[config.mk]
export PLATFORM = sky130hd
export DESIGN_NAME = mux_arbiter
export DESIGN_NICKNAME = d
export VERILOG_FILES = /design/src/rtl/mux_arbiter.sv
export SDC_FILE = /design/constraint.sdc
export NUM_CORES = 1
export LEC_CHECK = 0
export ABC_AREA = 1
export CAP_MARGIN = 20
export CORE_ASPECT_RATIO = 0.75
export CORE_MARGIN = 10
export CORE_UTILIZATION = 43
export CTS_CLUSTER_DIAMETER = 100
export DETAILED_ROUTE_END_ITERATION = 8
export PLACE_DENSITY = 0.75
export RECOVER_POWER = 25
export SYNTH_ARGS = -nofsm -noshare
export SYNTH_HDL_FRONTEND = slang
export SYNTH_SLANG_ARGS = --single-unit
[constraint.sdc]
create_clock -name clk -period 1.6 [get_ports clk]
set_clock_uncertainty 0.2 [all_clocks]
set_input_delay 0.4 -clock clk [delete_from_list [all_inputs] [get_ports clk]]
set_output_delay 0.4 -clock clk [all_outputs]
set_load 0.02 [all_outputs]
[src/rtl/mux_arbiter.sv]
// -----------------------------------------------------------------------------
// mux_arbiter
//   Round-robin arbiter that shares one 4:1 single-bit mux among four
//   requesters. The grant drives the mux select lines; the selected bit is
//   registered together with the index of the requester it came from.
//
//   Handshake: req[i] is a level request. Requester i owns the mux from the
//   cycle after grant[i] is seen high until it drops req[i] or is pre-empted
//   after MAX_HOLD consecutive cycles while someone else waits. valid marks a
//   cycle whose out/out_id carry a sample taken during a grant cycle; there is
//   no backpressure from the consumer.
//
// Parameters
//   MAX_HOLD    : max consecutive grant cycles under contention (1..255)
// Ports
//   clk         : clock, rising edge
//   reset       : synchronous active-high reset
//   req[3:0]    : request bit per requester
//   in0..in3    : data bit per requester (mux data inputs)
//   grant[3:0]  : registered one-hot owner, 0000 when idle
//   addr0/addr1 : registered mux select, {addr1,addr0} = owner index
//   out         : registered mux output
//   out_id[1:0] : index of the requester whose bit is on out
//   valid       : out/out_id hold a real sample
//   dbg_state_o : arbiter FSM state (0 = IDLE, 1 = GRANT)
//   dbg_hold_o  : current hold counter, zero-extended
// -----------------------------------------------------------------------------

// Plain 4:1 single-bit multiplexer.
module mux4 (
    input  logic       in0_i,
    input  logic       in1_i,
    input  logic       in2_i,
    input  logic       in3_i,
    input  logic [1:0] sel_i,
    output logic       out_o
);
    always_comb begin
        case (sel_i)
            2'd0:    out_o = in0_i;
            2'd1:    out_o = in1_i;
            2'd2:    out_o = in2_i;
            default: out_o = in3_i;
        endcase
    end
endmodule

module mux_arbiter #(
    parameter int unsigned MAX_HOLD = 4
) (
    input  logic       clk,
    input  logic       reset,
    input  logic [3:0] req,
    input  logic       in0,
    input  logic       in1,
    input  logic       in2,
    input  logic       in3,
    output logic [3:0] grant,
    output logic       addr0,
    output logic       addr1,
    output logic       out,
    output logic [1:0] out_id,
    output logic       valid,
    output logic       dbg_state_o,
    output logic [7:0] dbg_hold_o
);
    localparam int unsigned HW = $clog2(MAX_HOLD) + 1;
    localparam logic [HW-1:0] HOLD_MAX = HW'(MAX_HOLD);

    typedef enum logic {
        S_IDLE  = 1'b0,
        S_GRANT = 1'b1
    } state_e;

    state_e        state_q, state_d;
    logic [1:0]    owner_q, owner_d;
    logic [1:0]    last_q,  last_d;
    logic [HW-1:0] hold_q,  hold_d;
    logic [3:0]    grant_q, grant_d;
    logic [1:0]    addr_q,  addr_d;
    logic          out_q;
    logic [1:0]    out_id_q;
    logic          valid_q;

    logic [3:0]    cand;
    logic          pick_found;
    logic [1:0]    pick_idx;
    logic [1:0]    idx;
    logic          mux_out;

    mux4 u_mux (
        .in0_i (in0),
        .in1_i (in1),
        .in2_i (in2),
        .in3_i (in3),
        .sel_i (addr_q),
        .out_o (mux_out)
    );

    // Round-robin pick over cand, starting just after last_q. Scanning the
    // offsets from farthest to nearest lets the nearest hit overwrite.
    always_comb begin
        cand = (state_q == S_IDLE) ? req : (req & ~(4'b0001 << owner_q));
        pick_found = 1'b0;
        pick_idx   = last_q;
        idx        = 2'd0;
        for (int off = 4; off >= 1; off--) begin
            idx = last_q + 2'(off);
            if (cand[idx]) begin
                pick_found = 1'b1;
                pick_idx   = idx;
            end
        end
    end

    always_comb begin
        state_d = state_q;
        owner_d = owner_q;
        last_d  = last_q;
        hold_d  = hold_q;
        grant_d = grant_q;
        addr_d  = addr_q;
        case (state_q)
            S_IDLE: begin
                if (pick_found) begin
                    state_d = S_GRANT;
                    owner_d = pick_idx;
                    last_d  = pick_idx;
                    grant_d = 4'b0001 << pick_idx;
                    addr_d  = pick_idx;
                    hold_d  = HW'(1);
                end
            end
            default: begin
                if (!req[owner_q] || (hold_q == HOLD_MAX)) begin
                    // Release or quota exhausted: hand over if anyone else waits.
                    if (pick_found) begin
                        owner_d = pick_idx;
                        last_d  = pick_idx;
                        grant_d = 4'b0001 << pick_idx;
                        addr_d  = pick_idx;
                        hold_d  = HW'(1);
                    end else if (!req[owner_q]) begin
                        state_d = S_IDLE;
                        grant_d = 4'b0000;
                    end
                    // else: sole holder at the limit keeps the grant, hold saturated
                end else begin
                    hold_d = hold_q + HW'(1);
                end
            end
        endcase
    end

    always_ff @(posedge clk) begin
        if (reset) begin
            state_q  <= S_IDLE;
            owner_q  <= 2'd0;
            last_q   <= 2'd3;
            hold_q   <= '0;
            grant_q  <= 4'b0000;
            addr_q   <= 2'd0;
            out_q    <= 1'b0;
            out_id_q <= 2'd0;
            valid_q  <= 1'b0;
        end else begin
            state_q  <= state_d;
            owner_q  <= owner_d;
            last_q   <= last_d;
            hold_q   <= hold_d;
            grant_q  <= grant_d;
            addr_q   <= addr_d;
            // Output stage samples the mux with the select that was live
            // during this cycle.
            out_q    <= mux_out;
            out_id_q <= addr_q;
            valid_q  <= (grant_q != 4'b0000);
        end
    end

    assign grant       = grant_q;
    assign addr0       = addr_q[0];
    assign addr1       = addr_q[1];
    assign out         = out_q;
    assign out_id      = out_id_q;
    assign valid       = valid_q;
    assign dbg_state_o = state_q;
    assign dbg_hold_o  = 8'(hold_q);
endmodule

==> flow_summary.json, run 1 <==
{
  "status": "finished with violations",
  "syn_inst": 144,
  "max_cap_violations": 0,
  "grt_pass1_vias": 1125,
  "layout-drive-gt1-share_pct": 55.85,
  "cts_root_buf": "clkbuf_4",
  "synth_fa_ha_area_share_pct": 2.312,
  "path_depth": 9,
  "min_path_cells": 2,
  "async_flop_share_pct": 0,
  "routed_wl_mm": 3.240,
  "rows": 15,
  "core_region_area_sq_um": 2346,
  "fmax_mhz": 553.3,
  "clockBufferDepth": 2,
  "port-buffer-count": 23,
  "utilization_pct": 72.21,
  "die_y_um": 63.45,
  "slowest_delay_ns": 0.34,
  "synth.area.top_cells": "dfxtp_1 (30%), nand3_1 (11%), nand2_1 (8.7%)",
  "fin_total_pwr_mw": 3.534,
  "setup_slack_ns": -0.2073,
  "clk_pin_slew_worst_paths_ns": 0.09,
  "synth.area.mux_share_pct": 0,
  "vias_per_cell": 5.077,
  "ys_warn_count": 0,
  "endpoint_kind": "flop",
  "htree_levels": 1,
  "critical_path_required_ns": 1.58,
  "powerDensity_nw_per_um2": 2086,
  "grt_start_max_net_pins": 10,
  "synth_area_leader_cell": "dfxtp_1",
  "fin_setup_tns_ns": -1.771,
  "cpLargestDelayFamily": "simple AND/OR/NAND/NOR gates",
  "areaGrowthSynthToFinish_pct": 56.53,
  "dp_worst_setup_slack_ns": -0.6072,
  "die_w_um": 77.93,
  "dp_hpwl_mm": 2.164,
  "drt_iter0_markers": 47,
  "ant_nets": 0,
  "cp-start-kind": "flop",
  "synth_top_area_share_pct": 29.60,
  "n_antenna_cell": 0,
  "arrival_ns": 1.78,
  "slew_headroom_pct": 63.47,
  "cts_tree": "done",
  "clk_latency_ns": 0.28,
  "setup_viol": 11,
  "synth_compound_area_share_pct": 12.02,
  "synth_top_family_by_area": "simple AND/OR/NAND/NOR gates",
  "antenna_found_initial": 0,
  "ios": 29,
  "overflow": 0,
  "synth_flop_cell": "dfxtp_1",
  "synth-xor-area-share_pct": 2.312,
  "wl_per_cell_um": 14.59,
  "start_util_pct": 46.13,
  "grt.total_usage_pct": 12.48,
  "dp_cells": 208,
  "irDropWorstVdd_uv": 1025,
  "fin_crit_sh_pct": 113.0,
  "layout_commonest_cell": "buf_4",
  "final_cell_mix": "buf_4 (17), nand2_2 (16), nand2_1 (13), nand3_2 (13), nand3_1 (13)",
  "grt_pass1_wl_mm": 5.188,
  "worstPathMaxFanout": 8,
  "drc": 0,
  "cts_buffers": 3,
  "nets": 201,
  "worstRegToRegCells": 9,
  "dieArea_sq_um": 4945,
  "slew_violations": 0,
  "path_buf_inv": 1,
  "gp_congestion": 0.8359,
  "critPathSlowestCell": "dfxtp_2",
  "synthSimpleGateAreaFrac_pct": 40.46,
  "avgSynthCellArea_sq_um": 7.516,
  "ctsHoldBuffers": 0,
  "firstDrtPassIters": 4,
  "worstPathCellList": "buf_12 -> xnor2_4 -> nand3_1 -> nand2_4 -> nand2_2 -> nor2_4 -> nor2_4 -> nand2_2 -> o211ai_2",
  "rsz0062_at_grt": "yes",
  "fin_cells": 222,
  "failed_checks": "setup timing",
  "fin_crit_ns": 1.807,
  "ys_ff_latch": 16,
  "min_path_type": "flop to flop",
  "clock-sinks": 16,
  "hold_viol_final": 0,
  "vias": 1127,
  "worst_pin_slew_ns": 0.5479,
  "leakage_nw": 0.7818,
  "ys_seq_area_share_pct": 29.60,
  "fill_cells": 178,
  "synthesis.area_sq_um": 1082,
  "synth_edf_count": 0,
  "synth_cell_type_count": 33,
  "path_class": "flop to flop"
}
[per-stage QoR]
step | hold WS, ns | area, sq um
after floorplan | 0.3708 | 1120
after global placement | 0.2887 | 1420
after detailed placement | 0.2980 | 1420
after CTS | 0.3183 | 1679
after global routing | 0.3641 | 1694
final | 0.3313 | 1694
[registers in the layout, indices dropped and copies added (netlist names)]
register	cells
dbg_state_o	1
grant	4
hold_q	3
last_q	2
out	1
out_id	2
owner_q	2
valid	1
[repair_timing]
item                       in CTS  in global routing
gates resized for setup        73                 26
pin swaps                      26                  8
setup buffers                   8                  1
setup endpoints to repair      26                 21
cloned                          1                  0
[logic make-up (layout without fill, tap and decap cells)]
family,after synthesis,after routing
and+or+nand+nor,78,79
buffers and inverters,26,65
AOI/OAI and AO/OA,19,19
DFF,16,16
adders and majority gates,2,2
xor gates and xnor gates,2,2
other,1,5
[routing by layer]
layer	part of all wire (%)	track usage, %
met5	0	0
met4	2.1	2.902
met3	7.2	6.091
met2	47	19.83
met1	44	14.73
[worst min-delay path: stages (launching register included)]
cell and delay [ns]:
dfxtp_1 0.36, nor4_1 0.07, nor2_1 0.07
[where the power goes]
part / total [mW] / switching (mW) / internal [mW] / leakage (nW)
sequential: 0.704 / 0.152 / 0.552 / 0.133
combinational: 2.57 / 1.53 / 1.04 / 0.627
clock: 0.261 / 0.123 / 0.138 / 0.0210
[path summary, 6_finish.rpt]
check / slack (ns) / start / to
max: -0.21 / last_q[0] / last_q[1]
min: 0.33 / grant[0] / valid
max reg2reg: -0.21 / last_q[0] / last_q[1]
min reg2reg: 0.33 / grant[0] / valid
[cells in the mapped netlist, types with 2 or more instances]
cell and instances:
a21oi_1 6, buf_4 6, buf_6 2, dfxtp_1 16
ha_1 2, inv_1 12, inv_2 3, inv_4 2
nand2_1 25, nand2_2 8, nand3_1 23, nand3_2 6
nor2_1 7, nor2_2 2, o211ai_2 2, o21ai_0 4
o21ai_1 2
[cell type report]
class | count | area, sq um | area share (%)
clock buffers | 4 | 36.28 | 2.142
inverters | 17 | 81.33 | 4.801
multi-input cells | 107 | 848.3 | 50.07
flip-flops and latches | 16 | 336.6 | 19.87
well taps | 34 | 42.54 | 2.511
repair buffers | 44 | 349.1 | 20.61
Power figures use the tool's default switching activity.
==> run 2: changes to the inputs <==
--- a/config.mk
+++ b/config.mk
@@ -5,14 +5,14 @@
 export SDC_FILE = /design/constraint.sdc
 export NUM_CORES = 1
 export LEC_CHECK = 0
-export ABC_AREA = 1
+export ABC_AREA = 0
 export CAP_MARGIN = 20
 export CORE_ASPECT_RATIO = 0.75
 export CORE_MARGIN = 10
-export CORE_UTILIZATION = 43
+export CORE_UTILIZATION = 40
 export CTS_CLUSTER_DIAMETER = 100
 export DETAILED_ROUTE_END_ITERATION = 8
-export PLACE_DENSITY = 0.75
+export PLACE_DENSITY = 0.83
 export RECOVER_POWER = 25
 export SYNTH_ARGS = -nofsm -noshare
 export SYNTH_HDL_FRONTEND = slang
==> flow_summary.json, run 2 <==
{
  "grt.total_usage_pct": 15.06,
  "yosysMostFrequentCell": "dfxtp_1",
  "cpLargestDelayFamily": "multiplexers",
  "whs_ns": 0.2661,
  "rows": 14,
  "cp_common_cell": "buf_4",
  "p_clk_share_pct": 15.1,
  "leakage_nw": 0.6640,
  "nets": 165,
  "dp_hpwl_mm": 2.226,
  "regArea_sq_um": 331.6,
  "synth.area.top_cells": "dfxtp_1 (36%), mux4_2 (5.0%), nor2b_1 (4.9%)",
  "failed_checks": "setup timing",
  "clk_pin_slew_worst_paths_ns": 0.11,
  "powerDensity_nw_per_um2": 1196,
  "irDropWorstVdd_uv": 758.7,
  "synth_area_leader_cell": "dfxtp_1",
  "cp-start-kind": "flop",
  "ys_warn_count": 0,
  "worstPathCellList": "mux4_2 -> buf_4 -> buf_4 -> nand3_2 -> buf_4 -> nand3_1 -> a21oi_2",
  "layout_commonest_cell": "buf_4",
  "vias_per_cell": 5.813,
  "synth_edf_count": 0,
  "htree_levels": 1,
  "setup_slack_ns": -0.3620,
  "grt_start_max_net_pins": 10,
  "worstRegToRegCells": 7,
  "timing.rr.end": "hold_q[1]",
  "cts_tree": "done",
  "syn_inst": 97,
  "cts_buffers": 3,
  "clockBufferDepth": 2,
  "fill_cells": 117,
  "synth_cell_type_count": 40,
  "overflow": 0,
  "ys_ff_latch": 16,
  "core_region_area_sq_um": 2067,
  "die_w_um": 74.65,
  "avgSynthCellArea_sq_um": 9.236,
  "intPower_mw": 1.133,
  "critPathSlowestCell": "mux4_2",
  "p_switching_mw": 0.7240,
  "antenna_found_initial": 0,
  "ys_seq_area_share_pct": 35.75,
  "synthesis.area_sq_um": 895.9,
  "ios": 29,
  "slew_violations": 0,
  "grt_pass1_vias": 1052,
  "min_path_type": "flop to flop",
  "synth_flop_cell": "dfxtp_1",
  "port-buffer-count": 23,
  "arrival_ns": 1.99,
  "ctsHoldBuffers": 0,
  "dieArea_sq_um": 4552,
  "wl_per_cell_um": 20.61,
  "critPathCapture": "hold_q[1]",
  "reg2reg_slack_ns": -0.36,
  "slowest_delay_ns": 0.54,
  "pwr-share-comb_pct": 55.1,
  "place_area_sq_um": 1324,
  "final_cell_mix": "buf_4 (28), dfxtp_1 (11), nand2_1 (7), dlygate4sd2_1 (7), buf_6 (7)",
  "ant_nets": 0,
  "cts_root_buf": "clkbuf_4",
  "gp_congestion": 0.8643,
  "start_util_pct": 43.34,
  "critPathLaunch": "owner_q[1]",
  "synth_top_area_share_pct": 35.75,
  "status": "finished with violations",
  "n_antenna_cell": 0,
  "async_flop_share_pct": 0,
  "routed_wl_mm": 3.628,
  "fin_area_sq_um": 1553,
  "clk_latency_ns": 0.30,
  "fin_crit_sh_pct": 122.6,
  "reg2reg_from": "owner_q[1]",
  "rsz0062_at_grt": "yes",
  "vias": 1023,
  "multiInputGateArea_sq_um": 651.9,
  "path_buf_inv": 3,
  "endpoint_kind": "flop",
  "fin_total_pwr_mw": 1.857,
  "power_frac_seq_pct": 29.8,
  "firstDrtPassIters": 4,
  "drt_iter0_markers": 112,
  "max_cap_violations": 0,
  "fmax_mhz": 509.7,
  "hold_viol_final": 0,
  "path_class": "flop to flop",
  "clock-sinks": 16,
  "grt_pass1_wl_mm": 5.257,
  "die_y_um": 60.99,
  "path_depth": 7,
  "utilization_pct": 75.12,
  "synth_common_cells": "dfxtp_1 (16), nand2_1 (7), nor2_1 (7), nor2b_1 (7)",
  "largest_register_ffs": 4,
  "setup_viol": 13,
  "layout-drive-gt1-share_pct": 50.66,
  "worstPathMaxFanout": 3,
  "drc": 0,
  "fin_crit_ns": 1.962,
  "switching_share_pct": 38.99,
  "critical_path_required_ns": 1.62,
  "areaGrowthSynthToFinish_pct": 73.32
}
run 2: area by class of cell:
| type | count | share of cell area, % |
|---|---|---|
| Clock buffer | 4 | 2.337 |
| Inverter | 4 | 0.9670 |
| Multi-Input combinational cell | 71 | 41.98 |
| Sequential cell | 16 | 21.35 |
| Tap cell | 24 | 1.934 |
| Timing Repair Buffer | 57 | 31.43 |
run 2: worst min-delay path by stage:
| stage | start | to | slack, ns | cells after the start |
|---|---|---|---|---|
| after floorplan | reset | out | 0.27 | 1 |
| after global placement | hold_q[0] | hold_q[0] | 0.28 | 1 |
| after detailed placement | hold_q[0] | hold_q[0] | 0.29 | 1 |
| after CTS | hold_q[0] | hold_q[0] | 0.26 | 1 |
| after global routing | hold_q[0] | hold_q[0] | 0.29 | 1 |
| final | hold_q[0] | hold_q[0] | 0.27 | 1 |
run 2: cell families after synthesis:
logic type / count (synthesis) / share of synthesized area (%)
other: 1 / 0.4186
buffers and inverters: 14 / 9.916
AND/OR/NAND/NOR: 37 / 22.77
adder cells (fa/ha/maj): 2 / 2.793
AO/OA/AOI/OAI: 23 / 20.95
multiplexers: 4 / 7.402
flip-flops: 16 / 35.75
run 2: metrics by stage:
| stage | worst slack [ns] | TNS, ns | std cells |
|---|---|---|---|
| floorplan | -0.4667 | -3.966 | 101 |
| global placement | -0.7185 | -8.052 | 165 |
| detailed placement | -0.7969 | -8.655 | 165 |
| CTS | -0.3178 | -2.310 | 174 |
| global route | -0.4051 | -3.791 | 176 |
| finish | -0.3620 | -3.312 | 176 |
run 2: power by group through the flow:
stage | Combinational [mW] | Sequential (mW) | Clock [mW]
2_1_floorplan | 0.378 | 0.612 | 0
3_3_place_gp | 0.770 | 0.545 | 0
3_5_place_dp | 0.802 | 0.550 | 0
4_1_cts | 0.913 | 0.541 | 0.278
5_1_grt | 1.08 | 0.562 | 0.293
6_report | 1.02 | 0.554 | 0.281
run 2: layer usage:
| layer | track usage (%) | wire length [um] | vias to the layer above |
|---|---|---|---|
| li1 | - | - | 452 |
| met5 | 0 | 0 | - |
| met1 | 16.84 | 1429 | 502 |
| met2 | 26.08 | 1822 | 63 |
| met4 | 8.333 | 59 | 0 |
| met3 | 3.589 | 316 | 6 |
run 2: timing repair:
action	in CTS	in global routing
buffers inserted	5	3
gates resized for setup	59	20
gates cloned	0	0
pin swaps	10	3
setup endpoints to repair	26	20
==> run 3: changes to the inputs <==
--- a/config.mk
+++ b/config.mk
@@ -10,10 +10,9 @@
 export CORE_ASPECT_RATIO = 0.75
 export CORE_MARGIN = 10
 export CORE_UTILIZATION = 40
-export CTS_CLUSTER_DIAMETER = 100
 export DETAILED_ROUTE_END_ITERATION = 8
 export PLACE_DENSITY = 0.83
-export RECOVER_POWER = 25
+export RECOVER_POWER = 100
 export SYNTH_ARGS = -nofsm -noshare
 export SYNTH_HDL_FRONTEND = slang
 export SYNTH_SLANG_ARGS = --single-unit
==> flow_summary.json, run 3 (synthesis results as in run 2) <==
{
  "min_path_cells": 1,
  "largest_register_ffs": 4,
  "slew_violations": 0,
  "grt_pass1_vias": 1052,
  "fin_crit_sh_pct": 122.3,
  "clockBufferDepth": 2,
  "dp_cells": 165,
  "hold_viol_final": 0,
  "critical_path_required_ns": 1.63,
  "p_clk_share_pct": 15.3,
  "leakage_nw": 0.6567,
  "fmax_mhz": 511.0,
  "port-buffer-count": 23,
  "grt_start_max_net_pins": 10,
  "intPower_mw": 1.127,
  "rows": 14,
  "cts_tree": "done",
  "setup_viol": 13,
  "dp_hpwl_mm": 2.226,
  "fin_cells": 176,
  "worstPathMaxFanout": 3,
  "status": "finished with violations",
  "drt_iter0_markers": 126,
  "fin_crit_ns": 1.957,
  "multiInputGateArea_sq_um": 651.9,
  "max_cap_violations": 0,
  "grt.total_usage_pct": 15.06,
  "path_class": "flop to flop",
  "final_cell_mix": "buf_4 (27), dfxtp_1 (11), nand2_1 (7), dlygate4sd2_1 (7), buf_6 (7)",
  "fin_area_sq_um": 1548,
  "powerDensity_nw_per_um2": 1197,
  "n_antenna_cell": 0,
  "endpoint_kind": "flop",
  "die_w_um": 74.65,
  "vias": 1026,
  "min_path_type": "flop to flop",
  "worstRegToRegCells": 7,
  "fill_cells": 118,
  "min_to": "hold_q[0]",
  "wl_per_cell_um": 20.65,
  "reg2reg_from": "owner_q[1]",
  "firstDrtPassIters": 4,
  "cts_root_buf": "clkbuf_4",
  "die_y_um": 60.99,
  "ios": 29,
  "grt_pass1_wl_mm": 5.257,
  "antenna_found_initial": 0,
  "regArea_sq_um": 331.6,
  "reg2reg_slack_ns": -0.36,
  "nets": 165,
  "htree_levels": 1,
  "holdCritStartpoint": "hold_q[0]",
  "p_switching_mw": 0.7254,
  "routed_wl_mm": 3.634,
  "cp-start-kind": "flop",
  "clk_latency_ns": 0.30,
  "dieArea_sq_um": 4552,
  "fin_setup_tns_ns": -3.264,
  "place_area_sq_um": 1324,
  "drc": 0,
  "start_util_pct": 43.34,
  "core_region_area_sq_um": 2067,
  "arrival_ns": 1.98,
  "pwr-share-comb_pct": 54.8,
  "ant_nets": 0,
  "areaGrowthSynthToFinish_pct": 72.76,
  "cts_buffers": 3,
  "overflow": 0,
  "irDropWorstVdd_uv": 761.7,
  "clk_pin_slew_worst_paths_ns": 0.11,
  "setup_slack_ns": -0.3570,
  "layout-drive-gt1-share_pct": 49.34,
  "vias_per_cell": 5.830,
  "switching_share_pct": 39.17,
  "timing.rr.end": "hold_q[1]",
  "rsz0062_at_grt": "yes",
  "power_frac_seq_pct": 29.9,
  "clock-sinks": 16,
  "gp_congestion": 0.8643,
  "layout_commonest_cell": "buf_4",
  "failed_checks": "setup timing"
}
## run 3: power groups by stage
stage	registers (mW)	logic [mW]	clock network, mW
floorplan	0.612	0.378	0
global placement	0.545	0.770	0
detailed placement	0.550	0.802	0
CTS	0.541	0.913	0.278
global route	0.562	1.07	0.293
finish	0.553	1.01	0.284
## run 3: critical path, cell delays in order, from the launching register on
cell,delay [ns]
dfxtp_4,0.39
mux4_2,0.54
buf_4,0.16
buf_4,0.13
nand3_2,0.11
buf_4,0.12
nand3_1,0.10
a21oi_2,0.14
## run 3: how the worst max path moves through the flow
stage,depth (start not counted),start,to,slack (ns)
global route,7,owner_q[1],hold_q[1],-0.41
CTS,5,owner_q[1],grant[1],-0.32
detailed placement,8,req[3],grant[0],-0.80
global placement,6,req[3],grant[1],-0.72
finish,7,owner_q[1],hold_q[1],-0.36
floorplan,7,owner_q[1],grant[3],-0.47
## run 3: repair_timing
item	4_1_cts	5_1_grt
resized for setup	59	20
setup buffers	5	3
hold buffers	0	0
endpoints found under the setup margin	26	20
pin swaps	10	3
## run 3: final cells by class
cell class,count,area share (%)
clock buffer,4,2.344
inverter,4,0.9701
multi-input combinational,71,42.12
sequential,16,21.42
tap,24,1.940
timing repair buffer,57,31.20
## run 3: metal layers
metal,part of all wire (%),GRT usage [%],vias up
li1,-,-,454
met1,39,16.84,505
met2,50,26.08,61
met3,8.8,3.589,6
met4,1.6,8.333,0
met5,0,0,-
## run 3: stage by stage
step	power, mW	utilization [%]	hold slack, ns	setup slack (ns)
2_1_floorplan	0.9899	-	0.2716	-0.4667
3_3_place_gp	1.315	64.04	0.2829	-0.7185
3_5_place_dp	1.353	64.04	0.2904	-0.7969
4_1_cts	1.733	71.49	0.2589	-0.3178
5_1_grt	1.927	74.88	0.2858	-0.4051
6_report	1.852	74.88	0.2655	-0.3570
